$ cat src/rtl/mem_io_ctrl.sv
// SRAM / memory-mapped I/O bridge between the SLC-3 datapath and the board.
// A valid/ready request selects one of two I/O registers or an SRAM access
// with a programmable wait-state count. Every accepted request ends with a
// single-cycle Rsp_Valid pulse. All outputs are registered so the SRAM
// strobes are glitch-free.
//
// state  | meaning
// -------+-------------------------------------------------------------
// IDLE   | Req_Ready high, waiting for a request
// RD     | SRAM read, CE/OE/UB/LB low for WAIT_CYC cycles
// WR     | SRAM write, CE/WE/UB/LB low and bus driven for WAIT_CYC cycles
// WR_REC | WE released, CE low and bus still driven for data hold
// RESP   | Rsp_Valid pulse, all strobes inactive
module mem_io_ctrl #(
    parameter int                DATA_W      = 16,
    parameter int                ADDR_W      = 20,
    parameter int                WAIT_CYC    = 2,
    parameter logic [ADDR_W-1:0] IO_SW_ADDR  = ADDR_W'(20'h0FFFF),
    parameter logic [ADDR_W-1:0] IO_LED_ADDR = ADDR_W'(20'h0FFFE)
) (
    input  logic              Clk,
    input  logic              Reset,
    input  logic              Req_Valid,
    output logic              Req_Ready,
    input  logic              Req_We,
    input  logic [ADDR_W-1:0] Req_Addr,
    input  logic [DATA_W-1:0] Req_Wdata,
    output logic              Rsp_Valid,
    output logic [DATA_W-1:0] Rsp_Rdata,
    input  logic [DATA_W-1:0] Switches,
    output logic [DATA_W-1:0] Hex_Out,
    output logic [DATA_W-1:0] LED_Out,
    output logic              Mem_CE,
    output logic              Mem_UB,
    output logic              Mem_LB,
    output logic              Mem_OE,
    output logic              Mem_WE,
    output logic [ADDR_W-1:0] Mem_Addr,
    output logic [DATA_W-1:0] Mem_Wdata,
    input  logic [DATA_W-1:0] Mem_Rdata,
    output logic              Mem_Drive
);

    generate
        if (WAIT_CYC < 1 || WAIT_CYC > 15) begin : g_bad_wait
            $error("mem_io_ctrl: WAIT_CYC must be within 1..15");
        end
    endgenerate

    localparam int CNT_W = $clog2(WAIT_CYC + 1);

    typedef enum logic [2:0] {
        IDLE   = 3'd0,
        RD     = 3'd1,
        WR     = 3'd2,
        WR_REC = 3'd3,
        RESP   = 3'd4
    } state_t;

    state_t            state, state_nxt;
    logic [CNT_W-1:0]  cnt, cnt_nxt;
    logic [DATA_W-1:0] rsp_rdata_nxt, hex_nxt, led_nxt, wdata_nxt;
    logic [ADDR_W-1:0] addr_nxt;
    logic [DATA_W-1:0] sw_meta, sw_sync;
    logic              is_sw, is_led;
    logic              nxt_mem, nxt_drive;

    // Full-width decode: anything not exactly an I/O address is SRAM.
    assign is_sw  = (Req_Addr == IO_SW_ADDR);
    assign is_led = (Req_Addr == IO_LED_ADDR);

    // Strobes for the coming cycle, derived from the next state.
    assign nxt_mem   = (state_nxt == RD) || (state_nxt == WR) || (state_nxt == WR_REC);
    assign nxt_drive = (state_nxt == WR) || (state_nxt == WR_REC);

    // State register.
    always_ff @(posedge Clk or posedge Reset) begin
        if (Reset) state <= IDLE;
        else       state <= state_nxt;
    end

    // Next-state, wait down-counter and register-file update decisions.
    always_comb begin
        state_nxt     = state;
        cnt_nxt       = cnt;
        rsp_rdata_nxt = Rsp_Rdata;
        hex_nxt       = Hex_Out;
        led_nxt       = LED_Out;
        addr_nxt      = Mem_Addr;
        wdata_nxt     = Mem_Wdata;
        case (state)
            IDLE: begin
                if (Req_Valid) begin
                    addr_nxt  = Req_Addr;
                    wdata_nxt = Req_Wdata;
                    cnt_nxt   = CNT_W'(WAIT_CYC);
                    if (is_sw || is_led) begin
                        state_nxt = RESP;
                        if (Req_We) begin
                            if (is_sw) hex_nxt = Req_Wdata;
                            else       led_nxt = Req_Wdata;
                        end else begin
                            rsp_rdata_nxt = is_sw ? sw_sync : LED_Out;
                        end
                    end else begin
                        state_nxt = Req_We ? WR : RD;
                    end
                end
            end
            RD: begin
                if (cnt == CNT_W'(1)) begin
                    state_nxt     = RESP;
                    rsp_rdata_nxt = Mem_Rdata;
                end else begin
                    cnt_nxt = cnt - CNT_W'(1);
                end
            end
            WR: begin
                if (cnt == CNT_W'(1)) state_nxt = WR_REC;
                else                  cnt_nxt   = cnt - CNT_W'(1);
            end
            WR_REC:  state_nxt = RESP;
            RESP:    state_nxt = IDLE;
            default: state_nxt = IDLE;
        endcase
    end

    // Registered outputs, datapath registers and the switch synchroniser.
    always_ff @(posedge Clk or posedge Reset) begin
        if (Reset) begin
            cnt       <= '0;
            Req_Ready <= 1'b1;
            Rsp_Valid <= 1'b0;
            Rsp_Rdata <= '0;
            Hex_Out   <= '0;
            LED_Out   <= '0;
            sw_meta   <= '0;
            sw_sync   <= '0;
            Mem_Addr  <= '0;
            Mem_Wdata <= '0;
            Mem_CE    <= 1'b1;
            Mem_UB    <= 1'b1;
            Mem_LB    <= 1'b1;
            Mem_OE    <= 1'b1;
            Mem_WE    <= 1'b1;
            Mem_Drive <= 1'b0;
        end else begin
            cnt       <= cnt_nxt;
            Req_Ready <= (state_nxt == IDLE);
            Rsp_Valid <= (state_nxt == RESP);
            Rsp_Rdata <= rsp_rdata_nxt;
            Hex_Out   <= hex_nxt;
            LED_Out   <= led_nxt;
            sw_meta   <= Switches;
            sw_sync   <= sw_meta;
            Mem_Addr  <= addr_nxt;
            Mem_Wdata <= wdata_nxt;
            Mem_CE    <= !nxt_mem;
            Mem_UB    <= !nxt_mem;
            Mem_LB    <= !nxt_mem;
            Mem_OE    <= !(state_nxt == RD);
            Mem_WE    <= !(state_nxt == WR);
            Mem_Drive <= nxt_drive;
        end
    end

endmodule

$ cat config.mk
export PLATFORM = sky130hd
export DESIGN_NAME = mem_io_ctrl
export DESIGN_NICKNAME = d
export VERILOG_FILES = /design/src/rtl/mem_io_ctrl.sv
export SDC_FILE = /design/constraint.sdc
export NUM_CORES = 1
export LEC_CHECK = 0
export ABC_AREA = 1
export BUFFER_PORTS_ARGS = -buffer_cell sky130_fd_sc_hd__buf_2
export CAP_MARGIN = 20
export CORE_MARGIN = 3
export CORE_UTILIZATION = 56
export CTS_BUF_LIST = sky130_fd_sc_hd__clkbuf_2 sky130_fd_sc_hd__clkbuf_4 sky130_fd_sc_hd__clkbuf_8
export DETAILED_ROUTE_END_ITERATION = 10
export HOLD_SLACK_MARGIN = 0.03
export PLACE_DENSITY = 0.84
export SLEW_MARGIN = 5
export SYNTH_ARGS = -nofsm -noshare
export SYNTH_HDL_FRONTEND = slang
export SYNTH_SLANG_ARGS = --single-unit
$ cat constraint.sdc
create_clock -name Clk -period 7.6 [get_ports Clk]
set_clock_uncertainty 0.15 [all_clocks]
set_input_delay 0.76 -clock Clk [delete_from_list [all_inputs] [get_ports Clk]]
set_output_delay 0.76 -clock Clk [all_outputs]
set_load 0.03 [all_outputs]
---- Yosys cells after proc, flatten, opt, wreduce, memory -nomap -nowiden ----
Cells that the tools add are included.
cells by class
  add/sub/neg operators ................... 1
  reductions and logical operators ........ 17
  equality and inequality tests ........... 15
  bitwise gates (word level) .............. 1
  mux-type cells .......................... 15
operators by type and width
  operator                                                                 number
  16-bit two-way mux                                                       5
  20-bit by 16-bit equality test with 1-bit output, second input constant  2
  16-bit one-hot mux with 2 select lines                                   1
  5-bit AND reduction                                                      3
  3-bit by 2-bit equality test with 1-bit output, second input constant    4
  3-bit two-way mux                                                        4
  3-bit one-hot mux with 4 select lines                                    1
  2-bit != test, second input constant                                     5
  3-bit by 1-bit equality test with 1-bit output, second input constant    2
  3-bit zero test                                                          2
  2-bit two-way mux                                                        3
  1-bit logical OR                                                         4
  2-bit one-hot mux with 2 select lines                                    1
  2-bit nonzero test                                                       2
  3-bit equality test, second input constant                               1
  1-bit zero test                                                          3
  3-bit AND reduction                                                      1
  2-bit by 1-bit equality test with 1-bit output, second input constant    1
  2-bit AND reduction                                                      1
  2-bit OR reduction                                                       1
  2-bit by 1-bit subtractor with 2-bit output, second input constant       1
  1-bit NOT                                                                1
storage, ports and cells
  word-level logic and storage cells ...... 64
  register bits after elaboration ......... 127

---- Logic depth before layout (Yosys ltp) ----
Gate-level depths: netlist of run 1.
  word-level depth ........................ 9
  depth in mapped cells ................... 12
  depth with buffers taken out ............ 11

---- Least setup slack after synthesis of run 1 ----
Ideal clock, no wire load.
  path kind ............................... input port to flip-flop
  from .................................... input Req_Addr[18]
  to ...................................... register Rsp_Rdata[0]
  library setup time ...................... 117 ps
  path slack .............................. 5585 ps
  path buffers ............................ 1
  required time ........................... 7333 ps
  cell stages on the path ................. 9
  arrival ................................. 1747 ps
  cell sequence ........................... inv_1 -> nand2_1 -> nor3_2 -> nand2_2 -> buf_2 -> nand2_1 -> nand3_1 -> nand3_1 -> nand2_1
on the way
  longest elaborated chain between the ends .. 6
  elaborated cells between the ends (all ways) .. 10
  those cells by class .................... 3 x eq/ne; 5 x mux; 2 x reduce/logical
RTL lines
  item                                              line  text
  start: declaration                                26    input logic [ADDR_W-1:0] Req_Addr,
  20-bit by 16-bit equality test with 1-bit output  69    assign is_sw = (Req_Addr == IO_SW_ADDR);
  16-bit two-way mux                                103   rsp_rdata_nxt = is_sw ? sw_sync : LED_Out;
  16-bit two-way mux                                99    if (Req_We) begin
  16-bit two-way mux                                97    if (is_sw || is_led) begin
  16-bit two-way mux                                93    if (Req_Valid) begin
  16-bit one-hot mux with 2 select lines            91    case (state)
  end signal: assignment                            151   Rsp_Rdata <= rsp_rdata_nxt;
  end: declaration                                  29    output logic [DATA_W-1:0] Rsp_Rdata,
Parallel ways exist; a longest one is shown, timed or not. The select of a mux whose other input is x is not followed.
A chain may end at the register's enable or synchronous reset.

---- Worst setup path in the final report of run 1 ----
  from .................................... input Req_Addr[18]
  to ...................................... register Rsp_Rdata[13]
The elaborated chain is that of the path after synthesis.

==> summary.txt, run 1 <==
Outcome
  • Status: complete, no violations

Worst setup path
  • Crit-path max FO: 17
  • Setup slack, reg-to-reg: between 5000 and 6000 ps
  • CP dominant cell by count: nand2_1
  • Crit Reg-Reg Endpoint: LED_Out[1]
  • Crit-path max cell delay: roughly 800 ps
  • Setup CP Type: in -> reg
  • Worst path arrival time: 2700 ps
  • Critical-path cell list: buf_2, inv_1, nand2_1, nor3_2, nand2_2, nand2_1, nand3_1, nand3_1, nand2_1
  • CP max stage cell: nor3_2
  • Worst Path Required: 7780 ps
  • R2R Path Start: state[2]
  • Worst reg-to-reg path cell count: 9
  • Crit end category: flip-flop
  • Setup crit start kind: input port

Die
  • Io pins: 164
  • Die H: just over 100 um
  • Die area: between 10000 and 15000 um2
  • Die extent in x: around 100 um
  • Initial Util: about three fifths
  • Core Rows: 33
  • Core ar.: between 8000 and 9000 um2

Global routing
  • Initial antenna violation count: 0
  • Global-route wire length before repair: between 20000 and 25000 um
  • Total gr overflow: 0
  • Largest net degree at the start of global routing: 81
  • Total GRT Usage: between 20% and 30%
  • Vias in the first global route: ~4300

Synth
  • Post-synth top area share: 61.1%
  • Sequential fraction of the synthesis area: 63.2%
  • Syn Std Cell Area: between 5000 and 6000 um2
  • Syn Area/Cell: approximately 9.5 um2
  • Leading post-synthesis cells by cell area: dfrtp_1 (61%), nand2_1 (14%), nand3_1 (5.3%), o21ai_0 (4.3%), dfstp_2 (2.1%)
  • Post-synthesis cell type count: 30
  • Mapped Nets: 605
  • Post-synthesis cell count: 532
  • #FFs+latches synth: roughly 130
  • Cell taking the most area after synthesis: dfrtp_1
  • Synth warn: 0

Detailed routing
  • WL final: 12700 um
  • Final ANT Viol Nets: 0
  • Drt first pass iters: 5
  • Drc violations: 0
  • Via count: around 4200
  • Via density: ~5.2
  • DRT iter0 DRCs: 230
  • Routed len/inst: between 15 and 20 um

Clock network
  • Clock-pin transition on the worst setup and hold timing paths: roughly 80 ps
  • Clk_lat worst skew: 440 ps
  • Clk sinks: 127
  • Max Root-Sink Buffers: 2
  • Post-CTS Hold Buffers: 0
  • TritonCTS clock tree: yes
  • TritonCTS Buffers: 17
  • CTS resizes: 0
  • Root Buffer Master: clkbuf_8
  • Post-CTS setup buffers: 0
  • Clock H-tree levels: 4

Finish
  • Nets: 766
  • Number of diodes: 0
  • Layout cells sized above 1: approximately 34%
  • Most common cell after layout, fill and taps aside: nand2_1
  • Layout fillers: 627
  • Most used cells in the layout excluding fill and tap cells: nand2_1 (186), buf_2 (163), dfrtp_1 (123), nand3_1 (53), o21ai_0 (43)
  • Area growth from synthesis to layout: 24.4%

Power
  • Cell internal pwr: roughly 0.0013 W
  • Worst vdd ir: 0.184 mV
  • Sequential Power Share: between 40% and 50%
  • Leakage: roughly 3.5 nW
  • Switching Power: around 0.001 W
  • PwrDens: ~370 nW/um2
  • Logic gate share of total power: around 35%
  • Pwr Total: about 0.0023 W
  • Sw Ratio: 42.7%
  • Power share of the clock group: between 20% and 30%

Placement
  • DP HPWL: just over 9000 um
  • GPL Wtd Cong: about 0.91
  • Number of I/O port buffers: approximately 160

STA
  • Final worst path period share: between 30 and 40%
  • Rel. slew slack: between 20% and 30%
  • Final hold viol count: 0
  • Fin Setup TNS: 0 ps
  • Final setup vio count: 0
  • Max frequency: around 0.40 GHz
  • Worst-Margin Slew: between 1000 and 1500 ps
  • Slew Limit Fails: 0
  • Tmin final: around 2500 ps
  • RSZ-0062 raised after global routing: no

Job
  • Max_cap viols: 0

Hold path
  • Hold worst-path end: sw_sync[10]
  • Hold Path Class: reg -> reg
  • Hold path start: sw_meta[10]
  • WHS Path Cells: 0
-- power groups by stage --
stage / logic, W / registers [W] / clock network, W
2_1_floorplan: 0.000294 / 0.00121 / 0
3_3_place_gp: 0.000790 / 0.000934 / 0
3_5_place_dp: 0.000815 / 0.000940 / 0
4_1_cts: 0.000817 / 0.000930 / 0.000568
5_1_grt: 0.000892 / 0.000948 / 0.000605
6_report: 0.000818 / 0.000930 / 0.000564
-- through the flow --
step	utilization [%]	worst slack [ps]	hold slack [ps]	instance area [um2]	std cells
3_5_place_dp	69.2	4110	185	5860	778
3_3_place_gp	69.2	4300	183	5860	778
5_1_grt	74.0	4930	214	6270	811
6_report	74.0	5080	201	6270	811
4_1_cts	73.8	4410	202	6250	810
2_1_floorplan	-	3310	181	5040	532
-- cell type report --
type                            count  area [um2]  area share, %
Tap cell                          105         131           2.10
Sequential cell                   127        3180           50.8
Multi-Input combinational cell    352        1610           25.6
Inverter                           30         116           1.86
Timing Repair Buffer              165         843           13.5
Clock inverter                     14         139           2.22
Clock buffer                       18         248           3.95
-- per-layer routing --
layer / vias up / wire [um] / track usage, %
met5: - / 0 / 0
met4: 0 / 321 / 9.53
met3: 28 / 1030 / 9.34
met2: 178 / 6140 / 41.6
met1: 1973 / 5190 / 33.7
li1: 2022 / - / -
-- cell families (layout without fill, tap and decap cells) --
family                     count (synthesis)  after routing  synth area share, %
buffers and inverters                     53            227                 4.92
adders and majority gates                  1              1                0.248
and+or+nand+nor                          288            288                 25.0
DFF                                      127            127                 63.2
AOI/OAI and AO/OA                         63             63                 6.63
-- state kept, by name, summed over array words and instances (netlist names) --
name and flops:
Rsp_Rdata 16, Rsp_Valid 1, sw_sync 16, sw_meta 16, cnt 2, Mem_Drive 1
Mem_LB 1, Req_Ready 1, Mem_Wdata 16, Hex_Out 16, Mem_OE 1, Mem_WE 1
LED_Out 16, Mem_Addr 20, state 3
-- worst max-delay path, delay by kind of cell --
kind                   cells  cell delay [ps]
AND/OR/NAND/NOR            7             1740
buffers and inverters      2              200
-- cell usage after synthesis --
library cell,n
inv_1,26
clkbuf_1,8
buf_2,8
a31oi_1,1
nor2_1,15
nand2_1,186
inv_2,3
o21ai_2,1
buf_6,4
nor3_1,1
buf_1,1
nand2_2,6
dfstp_2,4
o21ai_1,16
or2_2,16
nand3_1,53
nand3b_1,1
nor2_2,2
a211oi_1,1
nor2_4,3
ha_1,1
clkinv_2,1
nand4_1,2
nand3_2,1
o21ai_0,43
nand2_4,1
a21oi_4,1
nor3_2,1
dfrtp_1,123
buf_4,2
-- how the worst max path moves through the flow --
stage | startpoint | end | slack (ps)
6_report | Req_Addr[18] | Rsp_Rdata[13] | 5080
5_1_grt | state[1] | LED_Out[6] | 4930
4_1_cts | state[2] | LED_Out[1] | 4410
3_5_place_dp | Req_Valid | LED_Out[1] | 4110
3_3_place_gp | Req_Valid | LED_Out[4] | 4300
2_1_floorplan | Reset | Hex_Out[0] | 3310
Power figures use the tool's default switching activity.
==> run 2: changes to the inputs <==
Settings changed: CORE_UTILIZATION 56 to 47, PLACE_DENSITY 0.84 to 0.75.
Clock period 7.6 ns to 2.28 ns, I/O delays scaled along.
==> run 2 against run 1 <==
  * Power grew to 3.4 times the previous value
  * Critical endpoint is now Hex_Out[9]
  * Sequential cell count stayed put
  * Global-route usage is 2.1 points lower
  * Via count is 8.2% higher
  * Sequential power grew to 3.3 times the previous value
  * Combinational power grew to 3.5 times the previous value
  * Worst setup slack worse by 4900 ps
  * Non-clock buffer count is 75 higher
==> summary.txt, run 2 (synthesized netlist as in run 1, its figures left out) <==
Detailed routing
  • Top routing layer used: met4
  • Post-Route M1 WL: between 5000 and 6000 um
  • Drc violations: 0
  • Final ANT Viol Nets: 0
  • Via density: between 4 and 5
  • WL met2: about 7000 um
  • Drt first pass iters: 4
  • Via count: about 4500
  • WL final: approximately 14000 um
  • DRT iter0 DRCs: about 300
  • Routed len/inst: approximately 15 um
  • Met3 Wirelength: around 1000 um

Power
  • Power share of the clock group: around a quarter
  • Cell internal pwr: 0.00464 W
  • Sequential Power Share: 39.7%
  • Leakage: between 3 and 4 nW
  • Sw Ratio: about two fifths
  • PwrDens: approximately 1100 nW/um2
  • Logic gate share of total power: ~36%
  • Switching Power: ~0.0032 W
  • Worst vdd ir: between 0.7 and 0.8 mV

Finish
  • Max reg flops: 20
  • Area growth from synthesis to layout: 40.0%
  • Layout fillers: between 700 and 800
  • Layout cells sized above 1: slightly above 30%
  • Most used cells in the layout excluding fill and tap cells: nand2_1 (186), buf_2 (163), dfrtp_1 (123), dlygate4sd3_1 (70), nand3_1 (53)
  • Nets: ~840
  • Area of the multi-input gates: roughly 1600 um2
  • Finished layout cell area: 7050 um2
  • Number of diodes: 0
  • Most common cell after layout, fill and taps aside: nand2_1
  • Register area: 3180 um2
  • Biggest register: Mem_Addr

STA
  • Final worst path period share: roughly 92%
  • Final WS setup: ~190 ps
  • WHS: approximately 56 ps
  • Max frequency: 0.478 GHz
  • Rel. slew slack: around 48%
  • Tmin final: about 2100 ps
  • Slew Limit Fails: 0
  • Worst-Margin Slew: 787 ps
  • Final hold viol count: 0
  • RSZ-0062 raised after global routing: yes
  • Final setup vio count: 0

Die
  • Die H: around 110 um
  • Die area: roughly 12000 um2
  • Io pins: about 160
  • Initial Util: between 40% and 50%
  • Core Rows: 37
  • Core ar.: ~10000 um2
  • Die extent in x: 110 um

Placement
  • Setup WS pre-CTS: roughly 230 ps
  • DP HPWL: 9080 um
  • Placed Area: between 5000 and 6000 um2
  • Number of I/O port buffers: 163
  • GPL Wtd Cong: 0.883

Worst setup path
  • Worst Path Required: roughly 2500 ps
  • Setup CP Type: in -> reg
  • Crit-path max FO: 17
  • Worst path arrival time: 2300 ps
  • Setup crit start kind: input port
  • Crit end category: flip-flop

Clock network
  • Root Buffer Master: clkbuf_8
  • TritonCTS clock tree: yes
  • Clk sinks: between 100 and 150
  • Max Root-Sink Buffers: 2
  • Post-CTS setup buffers: 0
  • TritonCTS Buffers: 17
  • Clk_lat worst skew: ~430 ps
  • Clock-pin transition on the worst setup and hold timing paths: 70 ps
  • Clock H-tree levels: 4

Job
  • Max_cap viols: 0

Global routing
  • Global-route wire length before repair: about 22000 um
  • Total GRT Usage: 24.2%
  • Total gr overflow: 0
  • Largest net degree at the start of global routing: between 50 and 60
  • Initial antenna violation count: 0
  • Vias in the first global route: 4557

Hold path
  • Hold Path Class: in -> reg

Outcome
  • Status: complete, no violations
run 2: path summary, 6_finish.rpt:
path,endpoint,slack [ps],startpoint,cells past startpoint
hold reg to reg,sw_sync[5],200,sw_meta[5],0
max in group asynchronous,Hex_Out[15],1040,Reset,4
min in group asynchronous,cnt[0],90,Reset,3
setup reg to reg,LED_Out[11],310,state[2],8
setup / recovery,Hex_Out[9],190,Req_Addr[16],13
hold / removal,Mem_WE,60,Req_We,4
run 2: power by group through the flow:
stage	logic (W)	clock network, W	registers (W)
3_3_place_gp	0.00267	0	0.00310
3_5_place_dp	0.00273	0	0.00313
2_1_floorplan	0.000980	0	0.00405
6_report	0.00283	0.00189	0.00311
4_1_cts	0.00283	0.00192	0.00309
5_1_grt	0.00310	0.00204	0.00316
run 2: routing by layer:
metal	vias up	global-route usage (%)
met4	0	9.88
met5	-	0
met1	2153	27.6
met3	31	8.10
li1	2175	-
met2	188	41.7
run 2: final cells by class:
type                       count  area share [%]
sequential                   127            45.1
multi-input combinational    352            22.9
timing repair buffer         240            22.4
clock buffer                  18            3.51
tap                          136            2.41
clock inverter                13            1.97
inverter                      30            1.67
run 2: stage by stage:
stage / utilization [%] / TNS, ps / power [W] / cells
after floorplan: - / 0 / 0.00503 / 532
after global placement: 57.5 / 0 / 0.00577 / 815
after detailed placement: 57.5 / 0 / 0.00585 / 815
after CTS: 67.9 / 0 / 0.00784 / 916
after global routing: 68.0 / -6.84 / 0.00831 / 916
final: 68.0 / 0 / 0.00782 / 916
run 2: worst max-delay path, cell delays in order:
cell	delay, ps
dlygate4sd3_1	550
buf_2	150
inv_2	60
nand2_1	50
nor2_1	100
nand2_1	90
nor2_2	120
nand2_2	100
inv_2	100
nand2_2	200
nor2_4	370
nand2_1	90
nand2_1	90
run 2: repair_timing:
item	CTS	global route
hold buffers	70	0
hold endpoints to repair	227	0
setup endpoints to repair	0	1
resized for setup	0	1
==> run 3: changes to the inputs <==
Settings changed: RECOVER_POWER set to 50.
==> run 3 against run 2 <==
  * First-iteration DRC count grew 8.1%
  * Final area fell by 0.59%
  * Utilization down 0.40 points
  * Die area is the same
  * Clock power barely moved
  * Fmax rose by 0.70%
  * Sequential share of layout area is 0.27 points higher
  * Power decreased by 0.28%
  * Global-route usage stayed put
  * Non-clock buffer count unchanged
  * Via count is 0.13% lower
  * Critical path type unchanged
  * Highest routed layer unchanged
==> summary.txt, run 3 (synthesized netlist as in run 1, its figures left out) <==
Outcome
  • Status: complete, no violations

Clock network
  • Clock H-tree levels: 4
  • Max Root-Sink Buffers: 2
  • Root Buffer Master: clkbuf_8
  • Clk sinks: roughly 130
  • Clock-pin transition on the worst setup and hold timing paths: about 70 ps
  • TritonCTS clock tree: yes
  • Clk_lat worst skew: 430 ps
  • Post-CTS setup buffers: 0
  • TritonCTS Buffers: 17

Worst setup path
  • CP dominant cell by count: nand2_1
  • Critical-path cell list: dlygate4sd3_1, buf_2, inv_2, nand2_1, nor2_1, nand2_1, nor2_2, nand2_2, inv_2, nand2_2, nor2_4, nand2_1, nand2_1
  • Worst Path Required: around 2500 ps
  • Setup CP Type: in -> reg
  • CP max stage cell: dlygate4sd3_1
  • Crit end category: flip-flop
  • Setup crit start kind: input port
  • Worst path arrival time: approximately 2300 ps
  • Crit-path max FO: 17
  • Buf/Inv on CP: 4
  • Cell family with most CP delay: simple AND/OR/NAND/NOR gates
  • Crit-path max cell delay: 550 ps

Global routing
  • Largest net degree at the start of global routing: 59
  • Global-route wire length before repair: between 20000 and 25000 um
  • Total GRT Usage: ~24%
  • Initial antenna violation count: 0
  • Vias in the first global route: roughly 4600
  • Total gr overflow: 0

Power
  • Sw Ratio: roughly 40%
  • PwrDens: roughly 1100 nW/um2
  • Sequential Power Share: 39.8%
  • Cell internal pwr: 0.00461 W
  • Worst vdd ir: 0.759 mV
  • Power share of the clock group: between 20 and 25%
  • Pwr Total: 0.00780 W
  • Logic gate share of total power: a little over a third
  • Switching Power: between 0.003 and 0.004 W
  • Leakage: between 3 and 4 nW

Detailed routing
  • Drc violations: 0
  • Final ANT Viol Nets: 0
  • Drt first pass iters: 6
  • Routed len/inst: ~15 um
  • Via count: 4541
  • DRT iter0 DRCs: around 320
  • WL final: roughly 14000 um
  • Via density: approximately 5

Placement
  • Number of I/O port buffers: around 160
  • Setup WS pre-CTS: approximately 230 ps
  • Placed Area: 5960 um2
  • DP HPWL: between 9000 and 10000 um
  • GPL Wtd Cong: roughly 0.88

Finish
  • Layout fillers: 791
  • Most used cells in the layout excluding fill and tap cells: nand2_1 (186), buf_2 (149), dfrtp_1 (123), dlygate4sd3_1 (70), nand3_1 (53)
  • Number of diodes: 0
  • Most common cell after layout, fill and taps aside: nand2_1
  • Area growth from synthesis to layout: 39.1%
  • Finished layout cell area: between 7000 and 8000 um2
  • Layout cells sized above 1: roughly 29%
  • Max reg flops: 20
  • Biggest register: Mem_Addr
  • Nets: about 840

STA
  • Rel. slew slack: between 10% and 20%
  • Tmin final: 2080 ps
  • Final worst path period share: approximately nine tenths
  • Max frequency: ~0.48 GHz
  • RSZ-0062 raised after global routing: yes
  • Final setup vio count: 0
  • Final WS setup: between 200 and 250 ps
  • Worst-Margin Slew: around 1300 ps
  • Final hold viol count: 0
  • Slew Limit Fails: 0
  • Fin Setup TNS: 0 ps

Die
  • Core Rows: 37
  • Initial Util: between 40% and 50%
  • Die H: ~110 um
  • Die extent in x: between 100 and 150 um
  • Die area: approximately 12000 um2
  • Core ar.: a little over 10000 um2
  • Io pins: about 160

Job
  • Max_cap viols: 0

Hold path
  • Hold Path Class: in -> reg
==> run 3: changes by cell type in the layout (fill, tap and decap cells not counted), sizes merged <==
cell	before	now
buf	170	153
clkbuf	18	35
==> run 3: path summary, 6_finish.rpt <==
kind                                   start           to  slack (ps)  cells after the start
min in group asynchronous              Reset       cnt[0]          70                      3
worst max-delay path            Req_Addr[16]   Hex_Out[9]         200                     13
worst min-delay path                  Req_We       Mem_WE          60                      4
max in group asynchronous              Reset  Hex_Out[15]         470                      4
worst max register to register      state[2]   LED_Out[5]         320                      8
worst min register to register    sw_meta[5]   sw_sync[5]         200                      0
==> run 3: cell type report <==
cell class | instances | area, um2 | area share [%]
timing repair buffer | 240 | 1540 | 22.0
inverter | 30 | 115 | 1.64
tap | 136 | 170 | 2.43
clock inverter | 13 | 139 | 1.98
sequential | 127 | 3180 | 45.4
clock buffer | 18 | 248 | 3.53
multi-input combinational | 352 | 1610 | 23.0
==> run 3: routing by layer <==
| metal | up-vias | track usage (%) | wire length (um) | share of wire [%] |
|---|---|---|---|---|
| li1 | 2175 | - | - | - |
| met1 | 2135 | 27.6 | 5360 | 39 |
| met2 | 191 | 41.7 | 6970 | 51 |
| met4 | 0 | 9.88 | 402 | 2.9 |
| met3 | 40 | 8.10 | 957 | 7.0 |
| met5 | - | 0 | 0 | 0 |
==> run 3: worst register-to-register path, cell delays in order, from the launching register on <==
cell and delay [ps]:
dfrtp_1 430, nor2_4 190, nand3_2 100, clkinv_2 200
nand2_4 170, nor2_1 210, nand2_4 210, nand2_1 120
o21ai_1 70
==> run 3: metrics by stage <==
step | hold WS, ps | utilization [%] | cells
floorplan | 109 | - | 532
global placement | -12.3 | 57.5 | 815
detailed placement | -12.4 | 57.5 | 815
CTS | 41.4 | 67.9 | 916
global route | 72.3 | 67.6 | 916
finish | 57.8 | 67.6 | 916
==> run 3: timing repair <==
action,4_1_cts,5_1_grt
endpoints found under the setup margin,0,1
hold buffers,70,0
hold endpoints to repair,227,0
gates resized for setup,0,1
==> run 3: power groups by stage <==
stage | registers [W] | clock network [W] | logic [W]
after floorplan | 0.00405 | 0 | 0.000980
after global placement | 0.00310 | 0 | 0.00267
after detailed placement | 0.00313 | 0 | 0.00273
after CTS | 0.00309 | 0.00192 | 0.00283
after global routing | 0.00316 | 0.00204 | 0.00307
final | 0.00311 | 0.00189 | 0.00280
